File: src/rtl/ariscv_run_ctrl.sv
// Run/halt/step controller for the self-timed RISC-V ring.
// Gates PC token injection and tracks issue/retire via aclk pulses.
module ariscv_run_ctrl #(
  parameter int ACLK_NBW    = 6,
  parameter int SYNC_STAGES = 2,
  parameter int CNT_W       = 16,
  parameter int INFL_W      = 4,
  parameter int WDT_LIMIT   = 1024
) (
  input  logic                clk,
  input  logic                rst_async_n,
  input  logic [ACLK_NBW-1:0] i_aclk,
  input  logic                i_cmd_valid,
  output logic                o_cmd_ready,
  input  logic [1:0]          i_cmd_op,
  input  logic [CNT_W-1:0]    i_step_cnt,
  output logic                o_ring_en,
  output logic [2:0]          o_state,
  output logic [CNT_W-1:0]    o_retired,
  output logic                o_halted,
  output logic                o_wdt_err
);

  typedef enum logic [2:0] {
    S_IDLE  = 3'd0,
    S_RUN   = 3'd1,
    S_STEP  = 3'd2,
    S_DRAIN = 3'd3,
    S_ERR   = 3'd4
  } state_t;

  localparam logic [1:0] OP_CLEAR = 2'b00;
  localparam logic [1:0] OP_RUN   = 2'b01;
  localparam logic [1:0] OP_HALT  = 2'b10;
  localparam logic [1:0] OP_STEP  = 2'b11;

  localparam int WDT_W = $clog2(WDT_LIMIT + 1);
  localparam logic [INFL_W-1:0] INFL_MAX = {INFL_W{1'b1}};

  logic [SYNC_STAGES-1:0][ACLK_NBW-1:0] sync_q;
  logic [ACLK_NBW-1:0] prev_q;
  logic [ACLK_NBW-1:0] edge_q;

  state_t            state_q;
  state_t            nxt;
  logic [INFL_W-1:0] infl_q;
  logic [CNT_W-1:0]  step_q;
  logic [CNT_W-1:0]  issue_cnt_q;
  logic [WDT_W-1:0]  wdt_q;

  logic issue;
  logic retire;
  logic any_edge;
  logic accept;
  logic wdt_act;
  logic nxt_act;
  logic wdt_fire;
  logic step_load;
  logic clr_ret;
  logic clr_err;

  // Synchronizer chain plus registered rising-edge detect per bit
  always_ff @(posedge clk or negedge rst_async_n) begin
    if (!rst_async_n) begin
      sync_q <= '0;
      prev_q <= '0;
      edge_q <= '0;
    end else begin
      sync_q <= {sync_q[SYNC_STAGES-2:0], i_aclk};
      prev_q <= sync_q[SYNC_STAGES-1];
      edge_q <= sync_q[SYNC_STAGES-1] & ~prev_q;
    end
  end

  assign issue    = edge_q[0];
  assign retire   = edge_q[ACLK_NBW-1];
  assign any_edge = |edge_q;
  assign accept   = i_cmd_valid & o_cmd_ready;

  assign wdt_act = (state_q == S_RUN) ||
                   (state_q == S_STEP) ||
                   (state_q == S_DRAIN);
  assign nxt_act = (nxt == S_RUN) ||
                   (nxt == S_STEP) ||
                   (nxt == S_DRAIN);
  assign wdt_fire = wdt_act && !any_edge &&
                    (wdt_q == WDT_W'(WDT_LIMIT - 1));

  always_comb begin
    nxt       = state_q;
    step_load = 1'b0;
    clr_ret   = 1'b0;
    clr_err   = 1'b0;
    unique case (state_q)
      S_IDLE: begin
        if (accept) begin
          unique case (1'b1)
            i_cmd_op == OP_RUN: nxt = S_RUN;
            i_cmd_op == OP_STEP: begin
              if (i_step_cnt != '0) begin
                nxt       = S_STEP;
                step_load = 1'b1;
              end
            end
            i_cmd_op == OP_CLEAR: clr_ret = 1'b1;
            i_cmd_op == OP_HALT: ;
          endcase
        end
      end
      S_RUN: begin
        if (accept && i_cmd_op == OP_HALT)
          nxt = S_DRAIN;
      end
      S_STEP: begin
        if (issue_cnt_q == step_q)
          nxt = S_DRAIN;
        else if (accept && i_cmd_op == OP_HALT)
          nxt = S_DRAIN;
      end
      S_DRAIN: begin
        if (infl_q == '0)
          nxt = S_IDLE;
      end
      S_ERR: begin
        if (accept && i_cmd_op == OP_CLEAR) begin
          nxt     = S_IDLE;
          clr_ret = 1'b1;
          clr_err = 1'b1;
        end
      end
      default: nxt = S_IDLE;
    endcase
    // Deadlock overrides any command this cycle
    if (wdt_fire)
      nxt = S_ERR;
  end

  always_ff @(posedge clk or negedge rst_async_n) begin
    if (!rst_async_n) begin
      state_q     <= S_IDLE;
      o_ring_en   <= 1'b0;
      o_halted    <= 1'b1;
      o_cmd_ready <= 1'b1;
      o_wdt_err   <= 1'b0;
    end else begin
      state_q     <= nxt;
      o_ring_en   <= (nxt == S_RUN) || (nxt == S_STEP);
      o_halted    <= (nxt == S_IDLE);
      o_cmd_ready <= (nxt != S_DRAIN);
      o_wdt_err   <= (nxt == S_ERR);
    end
  end

  always_ff @(posedge clk or negedge rst_async_n) begin
    if (!rst_async_n) begin
      infl_q <= '0;
    end else if (clr_err) begin
      infl_q <= '0;
    end else if (issue && !retire) begin
      if (infl_q != INFL_MAX)
        infl_q <= infl_q + 1'b1;
    end else if (retire && !issue) begin
      if (infl_q != '0)
        infl_q <= infl_q - 1'b1;
    end
  end

  always_ff @(posedge clk or negedge rst_async_n) begin
    if (!rst_async_n) begin
      o_retired <= '0;
    end else if (clr_ret) begin
      o_retired <= '0;
    end else if (retire) begin
      o_retired <= o_retired + 1'b1;
    end
  end

  always_ff @(posedge clk or negedge rst_async_n) begin
    if (!rst_async_n) begin
      step_q      <= '0;
      issue_cnt_q <= '0;
    end else if (step_load) begin
      step_q      <= i_step_cnt;
      issue_cnt_q <= '0;
    end else if (issue && state_q == S_STEP) begin
      issue_cnt_q <= issue_cnt_q + 1'b1;
    end
  end

  always_ff @(posedge clk or negedge rst_async_n) begin
    if (!rst_async_n)
      wdt_q <= '0;
    else if (wdt_act && nxt_act && !any_edge)
      wdt_q <= wdt_q + 1'b1;
    else
      wdt_q <= '0;
  end

  assign o_state = state_q;

endmodule

File: config.mk
export PLATFORM = sky130hd
export DESIGN_NAME = ariscv_run_ctrl
export DESIGN_NICKNAME = d
export VERILOG_FILES = /design/src/rtl/ariscv_run_ctrl.sv
export SDC_FILE = /design/constraint.sdc
export NUM_CORES = 1
export LEC_CHECK = 0
export CAP_MARGIN = 20
export CORE_MARGIN = 2
export CORE_UTILIZATION = 56
export DETAILED_ROUTE_END_ITERATION = 12
export GPL_TIMING_DRIVEN = 0
export PLACE_DENSITY = 0.88
export SLEW_MARGIN = 30
export SYNTH_ARGS = -nofsm -noshare
export SYNTH_HDL_FRONTEND = slang
export SYNTH_SLANG_ARGS = --single-unit
File: constraint.sdc
create_clock -name clk -period 2.5 [get_ports clk]
set_input_delay 0.375 -clock clk [delete_from_list [all_inputs] [get_ports clk]]
set_output_delay 0.375 -clock clk [all_outputs]
set_load 0.02 [all_outputs]
# After elaboration in Yosys (flattened, before gate mapping)
# Index checks and enable logic that the tools add are counted.
# W data, S select, Z words.
# totals
regBits,94
input_bits,27
out_inout_bits,23
wordCells,94
# classes
n_addsub,5
eq_ne,16
muxes,28
n_bitwise,3
n_reduce_logical,28
# ops
op,count
$mux W16,4
$add A16 B1 Y16 const B,2
$mux W3,7
$mux W4,5
$eq A16 B16 Y1,1
$reduce_bool A16 Y1,1
$pmux W3 S5,1
$eq A3 B2 Y1 const B,4
$add A11 B1 Y11 const B,1
$eq A11 B10 Y1 const B,1
$mux W11,1
$logic_and A1 B1 Y1,9
$mux W1,8
$and A6 B6 Y6,1
$eq A3 B1 Y1 const B,2
$eq A3 B3 Y1 const B,2
$logic_not A3 Y1,2
$ne A3 B2 Y1 const B,2
$not A6 Y6,1
$pmux W3 S2,1
$reduce_bool A3 Y1,2
$reduce_or A6 Y1,1
$add A4 B1 Y4 const B,1
$eq A2 B2 Y1 const B,2
12 further kinds,18

# Longest topological paths before layout
# depth
word_depth,12
mapped_depth,9
ltp_nobuf,8

# Worst setup path after synthesis
# OpenSTA, ideal clock, no wires.
# synth_timing
path_type,register to register
start,register edge_q[5]
end,register infl_q[3]
setup_ns,0.087
arrival_ns,1.872
required_ns,2.413
setup_slack_ns,0.541
stages_incl_launch_ff,10
path_buffers,1
period_less_slack_ns,1.959
path_cell_list,dfrtp_1 > buf_2 > nor2b_1 > inv_1 > ha_1 > a21o_1 > a21oi_1 > xnor2_1 > or3_1 > a22oi_1
# synth_via
elab_chain_cells,4
elab_cells_between_ends,9
cone_classes,eq/ne: 1; mux: 2; reduce/logical: 6
# synth_lines
item,line,text
"start, declared",42,logic [ACLK_NBW-1:0] edge_q;
"start signal, assigned",71,edge_q <= sync_q[SYNC_STAGES-1] & ~prev_q;
$logic_not A1 Y1,159,end else if (issue && !retire) begin
$logic_and A1 B1 Y1,159,
"$ne A3 B2 Y1 (no line), or another cell as far along",-,
$reduce_and A3 Y1 (no line) or $mux W4 (tied branches),-,
"end signal, assigned",161,infl_q <= infl_q + 1'b1;
"end signal, assigned",164,infl_q <= infl_q - 1'b1;
"end, declared",46,logic [INFL_W-1:0] infl_q;
# Parallel ways exist; a longest one is shown, timed or not.
# A chain may end at the register's enable or synchronous reset.

# Worst setup path after layout
# layout_timing
start,input i_step_cnt[9]
end,register wdt_q[9]
# layout_via
elab_chain_cells,12
elab_cells_between_ends,14
cone_classes,eq/ne: 3; mux: 6; reduce/logical: 5
# layout_lines
item,line,text
"start, declared",16,"input logic [CNT_W-1:0] i_step_cnt,"
$reduce_bool A16 Y1 *,100,if (i_step_cnt != '0) begin
$mux W3 *,100,
$pmux W3 S2 *,97,unique case (1'b1)
$mux W3 *,96,if (accept) begin
$pmux W3 S5 *,94,unique case (state_q)
$mux W3 *,134,if (wdt_fire)
$eq A3 B1 Y1 or $eq A3 B2 Y1 (tied branches),"83, 84",
$logic_or A1 B1 Y1,83,assign nxt_act = (nxt == S_RUN) ||
$logic_or A1 B1 Y1 *,84,(nxt == S_STEP) ||
$logic_and A1 B1 Y1 * (2 in series),193,else if (wdt_act && nxt_act && !any_edge)
$mux W11 *,193,
"end signal, assigned",194,wdt_q <= wdt_q + 1'b1;
"end, declared",49,logic [WDT_W-1:0] wdt_q;
# Mark *: on every way between the ends. The rest lies on a longest branch, timed or not.

==> qor.csv <==
stage;metric;value;unit
critical_path;Critical Path Sink Type;flip-flop;
floorplanning;I/O pins;50;
power;Clk pwr share;0.201;
cts;CTS tree;yes;
sta;slew of the pin with the lowest slew margin;662;ps
finish;Antenna Cells;0;
global_routing;met3 global-route usage;0.0362;
sta;Max Slew Vio Count;0;
critical_path;crit path kind;in -> reg;
power;total power;4.91;mW
power;maximum VDD drop;557;µV
cts;CTS Hold Bufs;1;
critical_path;r2r endpoint;infl_q[3];
floorplanning;Die Wd;91.8;µm
global_routing;vias in the first global route;3239;
logic_synthesis;mux cell area share after synthesis;0.00696;
finish;fin nets;504;
power;share of power burned in combinational logic;0.321;
run;max_cap viols;0;
cts;CTS root buf;clkbuf_8;
logic_synthesis;Netlist cell types;52;
floorplanning;core area;0.00761;mm²
sta;Fin. Hold Viols;0;
sta;Max Clk Rate;442;MHz
logic_synthesis;cells after synthesis;409;
finish;share of cells above drive strength 1;0.0777;
critical_path;Max stage delay on crit path;510;ps
logic_synthesis;largest area contributor in the netlist;dfrtp_1;
finish;most common cell after layout, fill and taps aside;dfrtp_1;
sta;Final Critical Period;2260;ps
floorplanning;number of cell rows;32;
outcome;status;complete, no violations;
critical_path;CP max FO;10;
floorplanning;Die Ht;91.8;µm
detailed_routing;Antenna Nets Post-Route;0;
cts;CTS sink count;94;
global_routing;initial antenna violation count;0;
finish;Filler Cell Count;561;
power;Pint;3.05;mW
finish;Sequential Area;0.00235;mm²
min_path;Worst Hold Class;reg -> reg;
sta;period utilization;0.906;
cts;post-CTS setup buffer count;0;
global_routing;met1 Usage GRT;0.277;
min_path;Worst Hold Launch;sync_q[3];
finish;commonest non-fill, non-tap cells in the layout;92 x dfrtp_1, 65 x nand2_1, 48 x clkdlybuf4s50_1;
cts;Worst-Skew Late Latency;360;ps
sta;RSZ-0062 raised after global routing;no;
finish;fin util;0.679;
logic_synthesis;share of the synthesized area in the top cell type;0.534;
detailed_routing;drt pass-1 iters;4;
critical_path;CP Cell Sequence;clkdlybuf4s50_1, nor4_1, nand4_1, a22oi_1, a31o_1, buf_6, nor3_1;
critical_path;slowest CP cell;nor4_1;
sta;Setup-failing EPs final;0;
floorplanning;Die ar.;0.00842;mm²
logic_synthesis;XOR/XNOR share of the synthesized area;0.110;
power;Flop pwr share;0.478;
global_routing;GR peak layer;met2;
global_routing;Tot GR Track Use;0.219;
global_routing;global-route wire length before repair;14.6;mm
place;Routability Congestion;0.858;
logic_synthesis;Avg Inst Size Synth;10.5;µm²
logic_synthesis;post-synthesis sequential area ratio;0.546;
logic_synthesis;largest family of logic cells by synthesized area;simple AND/OR/NAND/NOR gates;
cts;CTS max path bufs;2;
critical_path;worst reg2reg setup slack;320;ps
cts;Num CTS Buffers;9;
min_path;worst hold path depth;0;
cts;Worst-path clk slew;100;ps
logic_synthesis;Synth area leaders;dfrtp_1 53%, xor2_1 6.7%, nand2_1 5.7%;
detailed_routing;DRC errors left;0;
logic_synthesis;Yosys warning count;0;
finish;Multi-input gate area;0.00185;mm²
logic_synthesis;post-synthesis adder-cell area fraction;0.0191;
critical_path;crit path launch type;input port;
critical_path;Arr. time, crit path;2500;ps
power;Leak;2.27;nW
cts;Post-CTS Resized;0;
detailed_routing;vias per cell;5.47;
sta;Worst slew margin;0.554;
finish;P&R area growth vs syn;19.8;%
place;Post-DP Area;0.00496;mm²
power;Sw Share;0.378;
detailed_routing;WL final;8.42;mm
logic_synthesis;register bit total from synthesis;94;
critical_path;CP required;2730;ps
logic_synthesis;post-synthesis net count;442;
global_routing;GR Overflow Total;0;
logic_synthesis;simple-gate share of the synthesized area;0.222;
min_path;Hold EP;sync_q[9];
logic_synthesis;Cell Area, Synth;0.00431;mm²
critical_path;Reg2Reg Depth;9;
finish;fin area;0.00517;mm²
sta;Clock Skew;10.8;ps
place;post-detail-place hpwl;6.24;mm
global_routing;pin count of the biggest net entering global routing;69;
detailed_routing;vias;3163;
detailed_routing;DR WL/cell;14.6;µm
logic_synthesis;Compound-Gate Fraction of Synth Area;0.0708;
place;Port Buffers;49;
critical_path;worst r2r src;edge_q[5];
power;PwrDens;949;mW/mm²
power;switching power total;1.86;mW
cts;H-tree depth;3;
floorplanning;Starting Density;0.567;
global_routing;met2 Use GR;0.380;
sta;hold slack;356;ps
detailed_routing;DR iter-0 viols;189;
## power by group through the flow
stage | Combinational (mW) | Sequential, mW | Clock, mW
final | 1.57 | 2.35 | 0.988
after global placement | 1.50 | 2.34 | 0
after floorplan | 0.970 | 2.38 | 0
after detailed placement | 1.57 | 2.37 | 0
after CTS | 1.58 | 2.34 | 1.01
after global routing | 1.75 | 2.41 | 1.07
## flip-flops by register name, indices dropped and copies added (netlist names)
register and count:
wdt_q 11, o_halted 1, sync_q 12, o_wdt_err 1, o_ring_en 1, o_cmd_ready 1, edge_q 6, o_retired 16
issue_cnt_q 16, o_state 3, infl_q 4, step_q 16, prev_q 6
## layout make-up
| type | instances | area share |
|---|---|---|
| Clock inverter | 7 | 0.0143 |
| Tap cell | 102 | 0.0247 |
| Sequential cell | 94 | 0.456 |
| Multi-Input combinational cell | 291 | 0.358 |
| Timing Repair Buffer | 51 | 0.102 |
| Clock buffer | 9 | 0.0240 |
| Inverter | 9 | 0.00654 |
| Buffer | 15 | 0.0148 |
## how the worst max path moves through the flow
stage	from	endpoint
6_report	i_step_cnt[9]	wdt_q[9]
5_1_grt	i_step_cnt[9]	wdt_q[5]
4_1_cts	i_step_cnt[8]	wdt_q[9]
3_5_place_dp	i_step_cnt[8]	wdt_q[9]
3_3_place_gp	rst_async_n	wdt_q[2]
2_1_floorplan	edge_q[5]	infl_q[3]
## worst max-delay path, delay by kind of cell
family,cells,cell delay (ps)
buf+inv,2,570
compound gates,2,670
simple gates,3,880
## through the flow
| stage | cells | setup WS, ps | setup TNS (ps) |
|---|---|---|---|
| 4_1_cts | 578 | 234 | 0 |
| 6_report | 578 | 236 | 0 |
| 2_1_floorplan | 409 | 541 | 0 |
| 3_3_place_gp | 560 | -2220 | -206210 |
| 3_5_place_dp | 561 | -143 | -1810 |
| 5_1_grt | 578 | 129 | 0 |
## synth_stat cells, drive strengths merged
| master | n |
|---|---|
| nand2b | 2 |
| nand4b | 1 |
| nor4bb | 1 |
| fa | 1 |
| o2111ai | 9 |
| o311ai | 1 |
| xnor2 | 21 |
| and3 | 6 |
| nand2 | 65 |
| o221a | 1 |
| dfstp | 2 |
| nor2b | 9 |
| o211ai | 2 |
| o21bai | 1 |
| ha | 5 |
| nor3 | 19 |
| or3b | 1 |
| dfrtp | 92 |
| a21o | 1 |
| buf | 7 |
| and2 | 4 |
| a31o | 1 |
| o21a | 2 |
| o31ai | 3 |
| nand4 | 8 |
| or4 | 2 |
| o32ai | 1 |
| a22oi | 2 |
| and4 | 3 |
| inv | 9 |
| xor2 | 33 |
| and4b | 1 |
| or3 | 5 |
| nor2 | 35 |
| a21oi | 10 |
| nor4 | 11 |
| clkbuf | 8 |
| a221oi | 1 |
| or2 | 1 |
| mux2i | 3 |
| o21ai | 8 |
| nand3 | 11 |
## cell families (layout without fill, tap and decap cells)
family,Yosys count,after routing
flip-flops,94,94
adder cells (fa/ha/maj),6,6
AND/OR/NAND/NOR,185,185
XOR/XNOR,54,54
buffers and inverters,24,91
multiplexers,3,3
AO/OA/AOI/OAI,43,43
## routing by layer
metal | vias to the layer above | routed length, µm
li1 | 1533 | -
met1 | 1549 | 3680
met4 | 0 | 78
met3 | 5 | 283
met2 | 76 | 4380
met5 | - | 0
Power figures use the tool's default switching activity.
